--- config.mk ---
export PLATFORM = sky130hd
export DESIGN_NAME = multiplier
export DESIGN_NICKNAME = d
export VERILOG_FILES = /design/src/rtl/arith_pkg.sv /design/src/rtl/multiplier.sv
export SDC_FILE = /design/constraint.sdc
export NUM_CORES = 1
export LEC_CHECK = 0
export CAP_MARGIN = 20
export CORE_ASPECT_RATIO = 0.8
export CORE_MARGIN = 10
export CORE_UTILIZATION = 50
export DETAILED_ROUTE_END_ITERATION = 6
export DONT_BUFFER_PORTS = 1
export GPL_TIMING_DRIVEN = 0
export HOLD_SLACK_MARGIN = 0.05
export SLEW_MARGIN = 20
export SYNTH_ARGS = -nofsm -noshare
export SYNTH_HDL_FRONTEND = slang
export SYNTH_SLANG_ARGS = --single-unit
export TNS_END_PERCENT = 10
--- constraint.sdc ---
create_clock -name clk -period 3.8 [get_ports clk]
set_input_delay 0.57 -clock clk [delete_from_list [all_inputs] [get_ports clk]]
set_output_delay 0.57 -clock clk [all_outputs]
set_load 0.02 [all_outputs]
--- src/rtl/arith_pkg.sv ---
// Shared definitions for the sequential arithmetic unit (multiplier and divider):
// FSM state encodings and iteration-counter sizing.
package arith_pkg;

  typedef enum logic [1:0] {
    ST_IDLE = 2'd0,
    ST_RUN  = 2'd1,
    ST_DONE = 2'd2
  } arith_state_t;

  localparam int ARITH_WIDTH = 12;

  function automatic int cnt_w(input int w);
    return (w < 2) ? 1 : $clog2(w);
  endfunction

  localparam int CNT_W = cnt_w(ARITH_WIDTH);

endpackage

--- src/rtl/multiplier.sv ---
// Sequential unsigned shift-and-add multiplier, one multiplier bit per clock,
// with a saturating WIDTH-bit result and the en/Busy/Ready/Take handshake.
module multiplier
  import arith_pkg::*;
#(
  parameter int WIDTH = ARITH_WIDTH
) (
  input  logic             clk,
  input  logic             rst,
  input  logic             en,
  input  logic [WIDTH-1:0] Multiplicand,
  input  logic [WIDTH-1:0] Multiplier,
  input  logic             Take,
  output logic [WIDTH-1:0] Res,
  output logic             Overflow,
  output logic             Busy,
  output logic             Ready
);

  localparam int CNT_BITS = cnt_w(WIDTH);
  localparam logic [CNT_BITS-1:0] LAST_CNT = CNT_BITS'(WIDTH - 1);

  arith_state_t         state;
  logic [2*WIDTH-1:0]   a_shift;
  logic [WIDTH-1:0]     b_shift;
  logic [2*WIDTH-1:0]   acc;
  logic [CNT_BITS-1:0]  count;

  logic [2*WIDTH-1:0]   next_acc;
  logic                 next_ovf;
  logic [WIDTH-1:0]     next_res;

  // The completion edge must see the accumulator including that edge's own add.
  always_comb begin
    next_acc = acc + (b_shift[0] ? a_shift : '0);
    next_ovf = |next_acc[2*WIDTH-1:WIDTH];
    next_res = next_ovf ? {WIDTH{1'b1}} : next_acc[WIDTH-1:0];
  end

  always_ff @(posedge clk) begin
    if (rst) begin
      state    <= ST_IDLE;
      Busy     <= 1'b0;
      Ready    <= 1'b0;
      Res      <= '0;
      Overflow <= 1'b0;
      count    <= '0;
      acc      <= '0;
      a_shift  <= '0;
      b_shift  <= '0;
    end else begin
      case (state)
        ST_IDLE: begin
          if (en) begin
            a_shift <= {{WIDTH{1'b0}}, Multiplicand};
            b_shift <= Multiplier;
            acc     <= '0;
            count   <= '0;
            if (Multiplicand == '0 || Multiplier == '0) begin
              Res      <= '0;
              Overflow <= 1'b0;
              Ready    <= 1'b1;
              state    <= ST_DONE;
            end else begin
              Busy  <= 1'b1;
              state <= ST_RUN;
            end
          end
        end

        ST_RUN: begin
          // Dropping en mid-run abandons the operation but keeps the last result.
          if (!en) begin
            Busy  <= 1'b0;
            Ready <= 1'b0;
            state <= ST_IDLE;
          end else begin
            acc     <= next_acc;
            a_shift <= a_shift << 1;
            b_shift <= b_shift >> 1;
            count   <= count + CNT_BITS'(1);
            if (count == LAST_CNT) begin
              Res      <= next_res;
              Overflow <= next_ovf;
              Busy     <= 1'b0;
              Ready    <= 1'b1;
              state    <= ST_DONE;
            end
          end
        end

        ST_DONE: begin
          if (Take) begin
            Ready <= 1'b0;
            state <= ST_IDLE;
          end
        end

        default: begin
          Busy  <= 1'b0;
          Ready <= 1'b0;
          state <= ST_IDLE;
        end
      endcase
    end
  end

endmodule
==> Word-level counts from Yosys, hierarchy flattened <==
Index checks and enable logic that the tools add are counted.
{ "totals": {"regBits": 81, "inputBits": 28, "elab_cells": 74} }
{ "classes": {"n_addsub": 2, "eq_ne": 10, "mux": 41, "bitwise_logic": 1, "reduce_logical": 11} }
{ "op_table": {"columns": ["cell", "n"], "rows": [
  ["24-bit 2-to-1 mux", 5],
  ["24-bit one-hot mux with 2 select lines", 2],
  ["12-bit 2-to-1 mux", 7],
  ["12-bit one-hot mux with 2 select lines", 2],
  ["24-bit adder", 1],
  ["12-bit logical NOT", 2],
  ["1-bit 2-to-1 mux", 13],
  ["2-bit != test, second input constant", 6],
  ["12-bit OR reduction", 1],
  ["2-bit 2-to-1 mux", 5],
  ["4-bit 2-to-1 mux", 2],
  ["4-bit one-hot mux with 2 select lines", 1],
  ["4-bit AND reduction", 2],
  ["1-bit one-hot mux with 3 select lines", 2],
  ["2-bit one-hot mux with 3 select lines", 1],
  ["3-bit AND reduction", 2],
  ["5-bit AND reduction", 1],
  ["4-bit by 1-bit adder with 4-bit output, second input constant", 1],
  ["4-bit == test, second input constant", 1],
  ["3-bit != test, second input constant", 1],
  ["2-bit by 1-bit == test with 1-bit output, second input constant", 1],
  ["2-bit == test, second input constant", 1],
  ["2-bit logical NOT", 1],
  ["1-bit one-hot mux with 2 select lines", 1],
  ["other kinds (3)", 3]
]} }

==> Logic depth before layout (Yosys ltp) <==
Gate-level depths: netlist (run 1).
{ "logic_depth": {"word_depth": 7, "ltp_mapped": 13, "mapped_depth_nobuf": 12} }

==> Worst setup path after synthesis (run 1) <==
Ideal clock, no wire load.
{ "synth_timing": {"path_kind": "flip-flop to flip-flop", "start": "register b_shift[0]", "end": "register Res[11]", "setup_ps": 131, "arrival_time_ps": 2877, "required_ps": 3669, "path_slack_ps": 793, "path_stages_with_launch": 14, "period_less_slack_ps": 3007, "path_cell_list": "dfxtp_1 -> clkbuf_1 -> nand2_1 -> inv_1 -> ha_1 -> a211oi_2 -> o211ai_2 -> a41o_4 -> a2111oi_4 -> a311oi_1 -> or3_4 -> nor3_4 -> buf_6 -> a221oi_1"} }
{ "synth_via": {"elab_chain_cells": 7} }
{ "synth_rtl": {"columns": ["element", "line_no", "rtl"], "rows": [
  ["start: declaration", "multiplier.sv:25", "logic [WIDTH-1:0] b_shift;"],
  ["start signal: assignment", "multiplier.sv:56", "b_shift <= Multiplier;"],
  ["start signal: assignment", "multiplier.sv:80", "b_shift <= b_shift >> 1;"],
  ["24-bit 2-to-1 mux (*)", "multiplier.sv:35", "next_acc = acc + (b_shift[0] ? a_shift : '0);"],
  ["24-bit adder (*)", "multiplier.sv:35", null],
  ["12-bit OR reduction", "multiplier.sv:36", "next_ovf = |next_acc[2*WIDTH-1:WIDTH];"],
  ["12-bit 2-to-1 mux (*)", "multiplier.sv:37", "next_res = next_ovf ? {WIDTH{1'b1}} : next_acc[WIDTH-1:0];"],
  ["12-bit 2-to-1 mux (*)", "multiplier.sv:82", "if (count == LAST_CNT) begin"],
  ["12-bit 2-to-1 mux (*)", "multiplier.sv:73", "if (!en) begin"],
  ["12-bit one-hot mux with 2 select lines (*)", "multiplier.sv:52", "case (state)"],
  ["end signal: assignment", "multiplier.sv:83", "Res <= next_res;"],
  ["end: declaration", "multiplier.sv:14", "output logic [WIDTH-1:0] Res,"]
]} }
Mark *: on every way between the ends. The rest lies on a longest branch, timed or not. The select of a mux whose other input is x is not followed.
A chain may end at the register's enable or synchronous reset.

==> Worst setup path after layout (run 1) <==
Same ends and word-level chain as after synthesis.

==> run summary, run 1 <==
=================================================================================
Number of clock sinks                                                          81
DR iter-0 viols                                                               431
Count of port buffers added during placement                                    0
TritonCTS clock tree                                                        built
Vertical extent of the die                                                 109 um
I/O pins                                                                       43
Number of CTS-inserted buffers                                                  9
Via count of the first global-routing pass                                   4250
Routed vias/inst                                                             6.13
Total wire length after detailed routing                                  14.3 mm
Non-filler cells in the finished layout                                       748
Post-route antenna net violation count                                          0
Period utilisation layout                                                   94.7%
Largest area contributor in the netlist                              sky130_fd_sc_hd__dfxtp_1
Hold buffer count at CTS                                                        0
Run status                                                              completed
Insertion delay of the later-clocked pin in the worst-skew pair           0.34 ns
Die area                                                                14300 um2
Wire length of the first global-routing pass                              22.5 mm
Net count after synthesis                                                     647
Cell family with the largest share of critical-path delay            simple AND/OR/NAND/NOR gates
Number of endpoints with negative hold slack in the final report                0
Number of max-capacitance violations reported                                   0
ANT cells                                                                       0
DRC Markers                                                                     0
Power consumption                                                         2.01 mW
Detailed-placement wirelength estimate                                    10.8 mm
Prevailing post-synth register cell                                  sky130_fd_sc_hd__dfxtp_1
Final std cell area, no fill                                             5430 um2
Final Critical Period                                                     3.60 ns
Share of async-settable or async-resettable flops after synthesis              0%
Met3 track demand over resource in global routing                           6.07%
Vias                                                                         4583
Number of max-slew violations in the final report                               0
Placed Cells incl. Taps                                                       730
Clock tree root buffer cell                                          sky130_fd_sc_hd__clkbuf_16
Met2 Resource Use GR                                                        28.7%
Slew of the pin with the lowest slew margin                              0.827 ns
Number of fillers in the final layout                                         897
Proportion of layout cells with a drive suffix above 1                      9.15%
Initial antenna violation count                                                 0
Count of buffer and inverter cells on the critical path                         2
#FFs+latches synth                                                             81
Setup ws final                                                           0.203 ns
Worst endpoint data arrival time                                          3.82 ns
Min-Delay Path Class                                                       in2reg
Post-synthesis cell area                                                 4940 um2
Worst Setup End Kind                                                     register
Number of synthesis warnings                                                    0
Number of standard cells after synthesis                                      594
Proportion of synthesized chip area in sequential cells                     32.8%
CP max stage cell                                                    sky130_fd_sc_hd__or4_1
Total negative setup slack                                                   0 ns
Post-place instance area                                                 5110 um2
Share of the core filled with cells in the final layout                     56.3%
Number of distinct library cells after synthesis                               67
Cells traversed along the worst timing path                          and2_1 > ha_1 > inv_1 > fa_1 > nand2b_1 > a21oi_2 > o31ai_4 > or4_1 > a31oi_1 > o2111ai_1 > nor3_4 > buf_6 > a221oi_1
Layer with the highest usage after global routing                            met2
Largest fanout on the critical path                                            10
LEAKAGE                                                                   2.04 nW
Initial DRT Pass Iterations                                                     5
Setup repair after global routing missed its margin                            no
Maximum resistive drop on vdd                                              254 uV
GRT Residual Overflow                                                           0
Final-report setup violation count                                              0
Gp weighted congestion                                                      0.951
Routing usage on met1                                                       27.2%
Setup clock skew after layout                                          0.00648 ns
Highest attainable clock frequency                                        278 MHz
Slowest cell delay on critical path                                       0.46 ns
Largest net degree at the start of global routing                              15
Number of H-tree levels                                                         3
Overall global routing resource usage                                       19.5%
Avg Inst Size Synth                                                      8.32 um2
Worst setup path category                                                 reg2reg
Synth top area cells                                                 sky130_fd_sc_hd__dfxtp_1 (33%), sky130_fd_sc_hd__ha_1 (6.1%), sky130_fd_sc_hd__a21oi_1 (5.1%), sky130_fd_sc_hd__mux2i_1 (4.9%), sky130_fd_sc_hd__nand2_1 (4.8%)
Net count reported at finish                                                  660
Startpoint type of the worst setup path                                  register
CTS clock-pin slew for the worst setup and hold paths                     0.06 ns
Pwr Density                                                            371 nW/um2
Post-place setup slack                                                   0.182 ns
Initial core utilization                                                    51.2%
Portion of synthesized cell area occupied by the leading cell type          32.8%
Max clock buf depth                                                             2
Worst Hold Margin                                                        0.396 ns
Worst slew margin relative to its limit                                     44.7%
Area overhead of the layout relative to synthesis                           9.95%
Number of synthesized flops with an enable pin                                  0
Routed wire length per instance                                           19.1 um
X dimension of the die                                                     131 um
Core Region                                                              9650 um2
Number of placement rows                                                       32
CP Data Required Time                                                     4.02 ns
=================================================================================
## flip-flops by register name (all words and copies together), names as in the netlist
signal,flops
Busy,1
Overflow,1
Ready,1
Res,12
a_shift,24
acc,24
b_shift,12
count,4
state,2
## cells in the mapped netlist, drive strengths merged (8+ instances only)
library cell / number
nor2: 63
nand3: 25
nor3: 10
mux2i: 24
nor4: 9
nor3b: 11
buf: 8
and2: 22
o21ai: 16
ha: 24
xnor2: 9
clkbuf: 32
dfxtp: 81
nand2: 63
a221oi: 13
a22oi: 15
a211oi: 29
a21oi: 51
## cell families after synthesis
kind of cell / Yosys count / synth area share, %
xor gates and xnor gates: 13 / 2.30
DFF: 81 / 32.8
and+or+nand+nor: 238 / 24.2
adders and majority gates: 25 / 6.48
buffers and inverters: 47 / 4.99
AOI/OAI and AO/OA: 164 / 23.9
muxes: 26 / 5.32
## metal layers
layer  vias up  wire [um]  share of wire, %
met2       168       5960                42
met3        10       1350               9.5
li1       2222          -                 -
met5         -          0                 0
met1      2183       6840                48
met4         0        114              0.80
## repair_timing
| item | CTS | global route |
|---|---|---|
| endpoints found under the hold margin | 0 | 0 |
| resized for setup | 0 | 2 |
| buffers inserted | 0 | 2 |
| setup endpoints to repair | 0 | 10 |
## report_power, final
group	internal [mW]	total, mW	switching, mW
Combinational	0.0689	0.207	0.138
Sequential	0.878	0.902	0.0243
Clock	0.531	0.905	0.374
Total	1.48	2.01	0.537
## placed cells by master, fill, tap and decap left out, types with 13 or more instances in the layout
cell type                  instances
sky130_fd_sc_hd__and2_1           22
sky130_fd_sc_hd__a211oi_1         28
sky130_fd_sc_hd__nor2_1           63
sky130_fd_sc_hd__nand3_1          25
sky130_fd_sc_hd__mux2i_1          24
sky130_fd_sc_hd__ha_1             24
sky130_fd_sc_hd__dfxtp_1          81
sky130_fd_sc_hd__o21ai_0          13
sky130_fd_sc_hd__clkbuf_1         26
sky130_fd_sc_hd__a21oi_1          50
sky130_fd_sc_hd__nand2_1          63
sky130_fd_sc_hd__a22oi_1          15
## cell type report
cell class                      instances  area [um2]  share of cell area [%]
Clock inverter                          5        62.6                    1.15
Buffer                                 40         221                    4.08
Tap cell                              136         170                    3.13
Timing Repair Buffer                    2        15.0                   0.276
Clock buffer                           11         243                    4.47
Sequential cell                        81        1620                    29.9
Multi-Input combinational cell        466        3070                    56.6
Inverter                                7        26.3                   0.484
## worst reg2reg max path, delay by kind of cell, from the launching register on
family / cells / cell delay (ns)
simple gates: 4 / 1.17
fa+ha+maj: 2 / 0.62
buf+inv: 2 / 0.25
compound gates: 5 / 0.99
flops: 1 / 0.44
## path summary, 6_finish.rpt
| check | from | cells past startpoint | to | slack (ns) |
|---|---|---|---|---|
| setup / recovery | b_shift[0] | 13 | Res[11] | 0.20 |
| setup reg to reg | b_shift[0] | 13 | Res[11] | 0.20 |
| hold reg to reg | acc[16] | 2 | acc[16] | 0.46 |
| hold / removal | Multiplicand[0] | 2 | a_shift[0] | 0.40 |
Note: power is estimated with default switching activity, not from simulation.
==> run 2, diff against run 1 <==
--- a/config.mk
+++ b/config.mk
@@ -12,7 +12,7 @@
 export DETAILED_ROUTE_END_ITERATION = 6
 export DONT_BUFFER_PORTS = 1
 export GPL_TIMING_DRIVEN = 0
-export HOLD_SLACK_MARGIN = 0.05
+export HOLD_SLACK_MARGIN = 0.06
 export SLEW_MARGIN = 20
 export SYNTH_ARGS = -nofsm -noshare
 export SYNTH_HDL_FRONTEND = slang
==> results of run 2 <==
No change in the layout: final DEF, timing and power equal those of run 1.
==> run 3, diff against run 2 <==
--- a/config.mk
+++ b/config.mk
@@ -13,7 +13,7 @@
 export DONT_BUFFER_PORTS = 1
 export GPL_TIMING_DRIVEN = 0
 export HOLD_SLACK_MARGIN = 0.06
-export SLEW_MARGIN = 20
+export PLACE_DENSITY = 0.68
 export SYNTH_ARGS = -nofsm -noshare
 export SYNTH_HDL_FRONTEND = slang
 export SYNTH_SLANG_ARGS = --single-unit
==> constraint.sdc (replaced) <==
create_clock -name clk -period 3.2 [get_ports clk]
set_input_delay 0.48 -clock clk [delete_from_list [all_inputs] [get_ports clk]]
set_output_delay 0.48 -clock clk [all_outputs]
set_load 0.02 [all_outputs]
==> run 3 against run 2 <==
- clock-buffer cell count decreased by 1
- sequential share of layout area shrank 2.4 points
- fmax rose by 15%
- combinational power grew 28%
- critical endpoint is now Overflow
==> run summary, run 3 (synthesized netlist as in run 1, its figures left out) <==
===============================================================================
Worst Setup EP                                                         Overflow
Psw                                                                    0.666 mW   +24%
Number of placement rows                                                     32   unchanged
Maximum resistive drop on vdd                                            304 uV   +20%
Total wire length after detailed routing                                15.2 mm   +6.5%
DR iter-0 viols                                                             331   -23%
Setup clock skew after layout                                        0.00942 ns   +0.00294 ns
Gp weighted congestion                                                    0.965   +1.4%
GRT Residual Overflow                                                         0   unchanged
Worst Setup End Kind                                                   register
Number of max-slew violations in the final report                             0   unchanged
Insertion delay of the later-clocked pin in the worst-skew pair         0.35 ns   about the same
Worst setup path category                                               reg2reg
I/O pins                                                                     43   unchanged
Die area                                                              14300 um2   unchanged
Number of clock sinks                                                        81   unchanged
Wire length of the first global-routing pass                            23.0 mm   +2.3%
Proportion of power drawn by the clock network                            46.5%   +1.6 points
Min-Delay Path Class                                                     in2reg
Net Sw Frac                                                               26.6%   about the same
Clock tree root buffer cell                                        sky130_fd_sc_hd__clkbuf_16
Worst R2R Path Depth                                                         12   -1
Overall global routing resource usage                                     19.9%   +0.39 points
Net count reported at finish                                                669   +1.4%
Register-to-register setup slack                                        0.06 ns   -0.14 ns
Core Region                                                            9650 um2   unchanged
Final-report setup violation count                                            0   unchanged
Pwr Density                                                          421 nW/um2   +14%
Initial antenna violation count                                               0   unchanged
Slew of the pin with the lowest slew margin                            0.856 ns   +0.0295 ns
Vias                                                                       4742   +3.5%
Number of endpoints with negative hold slack in the final report              0   unchanged
Origin of the critical flop-to-flop path                             b_shift[0]
Via count of the first global-routing pass                                 4403   +3.6%
Worst slew margin relative to its limit                                   42.7%   -2.0 points
Routed vias/inst                                                           6.26   +2.2%
Initial DRT Pass Iterations                                                   6   +1
X dimension of the die                                                   131 um   unchanged
Run status                                                            completed
Cell internal power dissipation                                         1.83 mW   +24%
Non-filler cells in the finished layout                                     757   +1.2%
Proportion of layout cells with a drive suffix above 1                    18.0%   +8.9 points
Largest fanout on the critical path                                          10   unchanged
Share of the core filled with cells in the final layout                   61.5%   +5.2 points
CP Data Required Time                                                   3.45 ns   -0.57 ns
Number of H-tree levels                                                       3   unchanged
Largest net degree at the start of global routing                            16   +1
Max clock buf depth                                                           2   unchanged
Number of CTS-inserted buffers                                                9   unchanged
Routed wire length per instance                                         20.1 um   +5.2%
Endpoint of the worst-slack reg-to-reg timing path                     Overflow
TritonCTS clock tree                                                      built
Number of fillers in the final layout                                       826   -7.9%
Startpoint of the worst setup timing path                            b_shift[0]
LEAKAGE                                                                 2.18 nW   +6.8%
Biggest registers after layout                                     a_shift: 24 flops, acc: 24 flops
Placed Cells incl. Taps                                                     730   unchanged
Initial core utilization                                                  51.2%   unchanged
Most common cell after layout, fill and taps aside                 sky130_fd_sc_hd__dfxtp_1
DRC Markers                                                                   0   unchanged
Startpoint type of the worst setup path                                register
Worst endpoint data arrival time                                        3.39 ns   -0.43 ns
ANT cells                                                                     0   unchanged
Post-route antenna net violation count                                        0   unchanged
Count of port buffers added during placement                                  0   unchanged
Detailed-placement wirelength estimate                                  10.7 mm   -1.1%
Setup repair after global routing missed its margin                         yes
Period utilisation layout                                                 98.1%   +3.5 points
CTS clock-pin slew for the worst setup and hold paths                   0.07 ns   about the same
Area overhead of the layout relative to synthesis                         20.1%
Vertical extent of the die                                               109 um   unchanged
Final Critical Period                                                   3.14 ns   -0.457 ns
Hold buffer count at CTS                                                      0   unchanged
Commonest non-fill, non-tap cells in the layout                    sky130_fd_sc_hd__dfxtp_1 (79), sky130_fd_sc_hd__nand2_1 (62), sky130_fd_sc_hd__nor2_1 (60), sky130_fd_sc_hd__a21oi_1 (44), sky130_fd_sc_hd__a211oi_1 (25)
Highest attainable clock frequency                                      319 MHz   +15%
Power share of the combinational group                                    10.6%   +0.3 points
Share of power burned in registers                                        42.9%   -1.9 points
Number of max-capacitance violations reported                                 0   unchanged
===============================================================================
-- run 3: per-layer routing --
metal	share of wire [%]	wire (um)	vias up	global-route usage (%)
li1	-	-	2243	-
met1	44	6680	2289	25.9
met2	44	6730	185	30.8
met3	9.8	1490	25	6.62
met4	1.9	291	0	6.17
met5	0	0	-	0
-- run 3: area by class of cell --
| class | count | area [um2] | area share [%] |
|---|---|---|---|
| multi-input combinational | 466 | 3420 | 57.6 |
| sequential | 81 | 1630 | 27.4 |
| buffer | 39 | 243 | 4.09 |
| clock buffer | 10 | 229 | 3.86 |
| tap | 136 | 170 | 2.87 |
| timing repair buffer | 12 | 123 | 2.07 |
| clock inverter | 6 | 97.6 | 1.65 |
| inverter | 7 | 26.3 | 0.443 |
-- run 3: worst min path at each step --
stage / end / from / cells after the start
floorplan: b_shift[11] / b_shift[11] / 2
global placement: a_shift[23] / a_shift[23] / 2
detailed placement: b_shift[11] / b_shift[11] / 2
CTS: a_shift[0] / Multiplicand[0] / 2
global route: a_shift[0] / Multiplicand[0] / 2
finish: a_shift[0] / Multiplicand[0] / 2
-- run 3: timing repair --
action | in CTS | in global routing
hold endpoints to repair | 0 | 0
buffers inserted | 4 | 6
pin swaps | 10 | 20
cloned | 1 | 1
resized for setup | 38 | 49
endpoints found under the setup margin | 14 | 14
-- run 3: power by group through the flow --
| stage | logic, mW | clock network, mW | registers, mW |
|---|---|---|---|
| floorplan | 0.179 | 0 | 1.08 |
| global placement | 0.235 | 0 | 1.09 |
| finish | 0.265 | 1.16 | 1.07 |
| global route | 0.289 | 1.19 | 1.08 |
| CTS | 0.252 | 1.16 | 1.07 |
| detailed placement | 0.241 | 0 | 1.09 |
-- run 3: worst max-delay path, cell delays in order, from the launching register on --
cell and delay (ns):
sky130_fd_sc_hd__dfxtp_4 0.38, sky130_fd_sc_hd__buf_6 0.13, sky130_fd_sc_hd__and2_4 0.17, sky130_fd_sc_hd__ha_4 0.22, sky130_fd_sc_hd__o211ai_1 0.29, sky130_fd_sc_hd__a21oi_4 0.07
sky130_fd_sc_hd__o31ai_4 0.40, sky130_fd_sc_hd__o211ai_1 0.23, sky130_fd_sc_hd__a2111oi_2 0.44, sky130_fd_sc_hd__nand4b_4 0.25, sky130_fd_sc_hd__clkbuf_16 0.16, sky130_fd_sc_hd__a21oi_1 0.04
sky130_fd_sc_hd__a221oi_1 0.25
-- run 3: per-stage QoR --
step | setup slack, ns | hold WS, ns | setup TNS (ns) | power (mW) | cell area [um2]
after global routing | -0.0673 | 0.292 | -0.509 | 2.56 | 5930
final | 0.0603 | 0.291 | 0 | 2.50 | 5930
after CTS | 0.0000884 | 0.297 | 0 | 2.48 | 5660
after detailed placement | -0.345 | 0.456 | -4.03 | 1.33 | 5110
after floorplan | 0.193 | 0.432 | 0 | 1.26 | 4940
after global placement | -0.374 | 0.442 | -4.41 | 1.33 | 5110
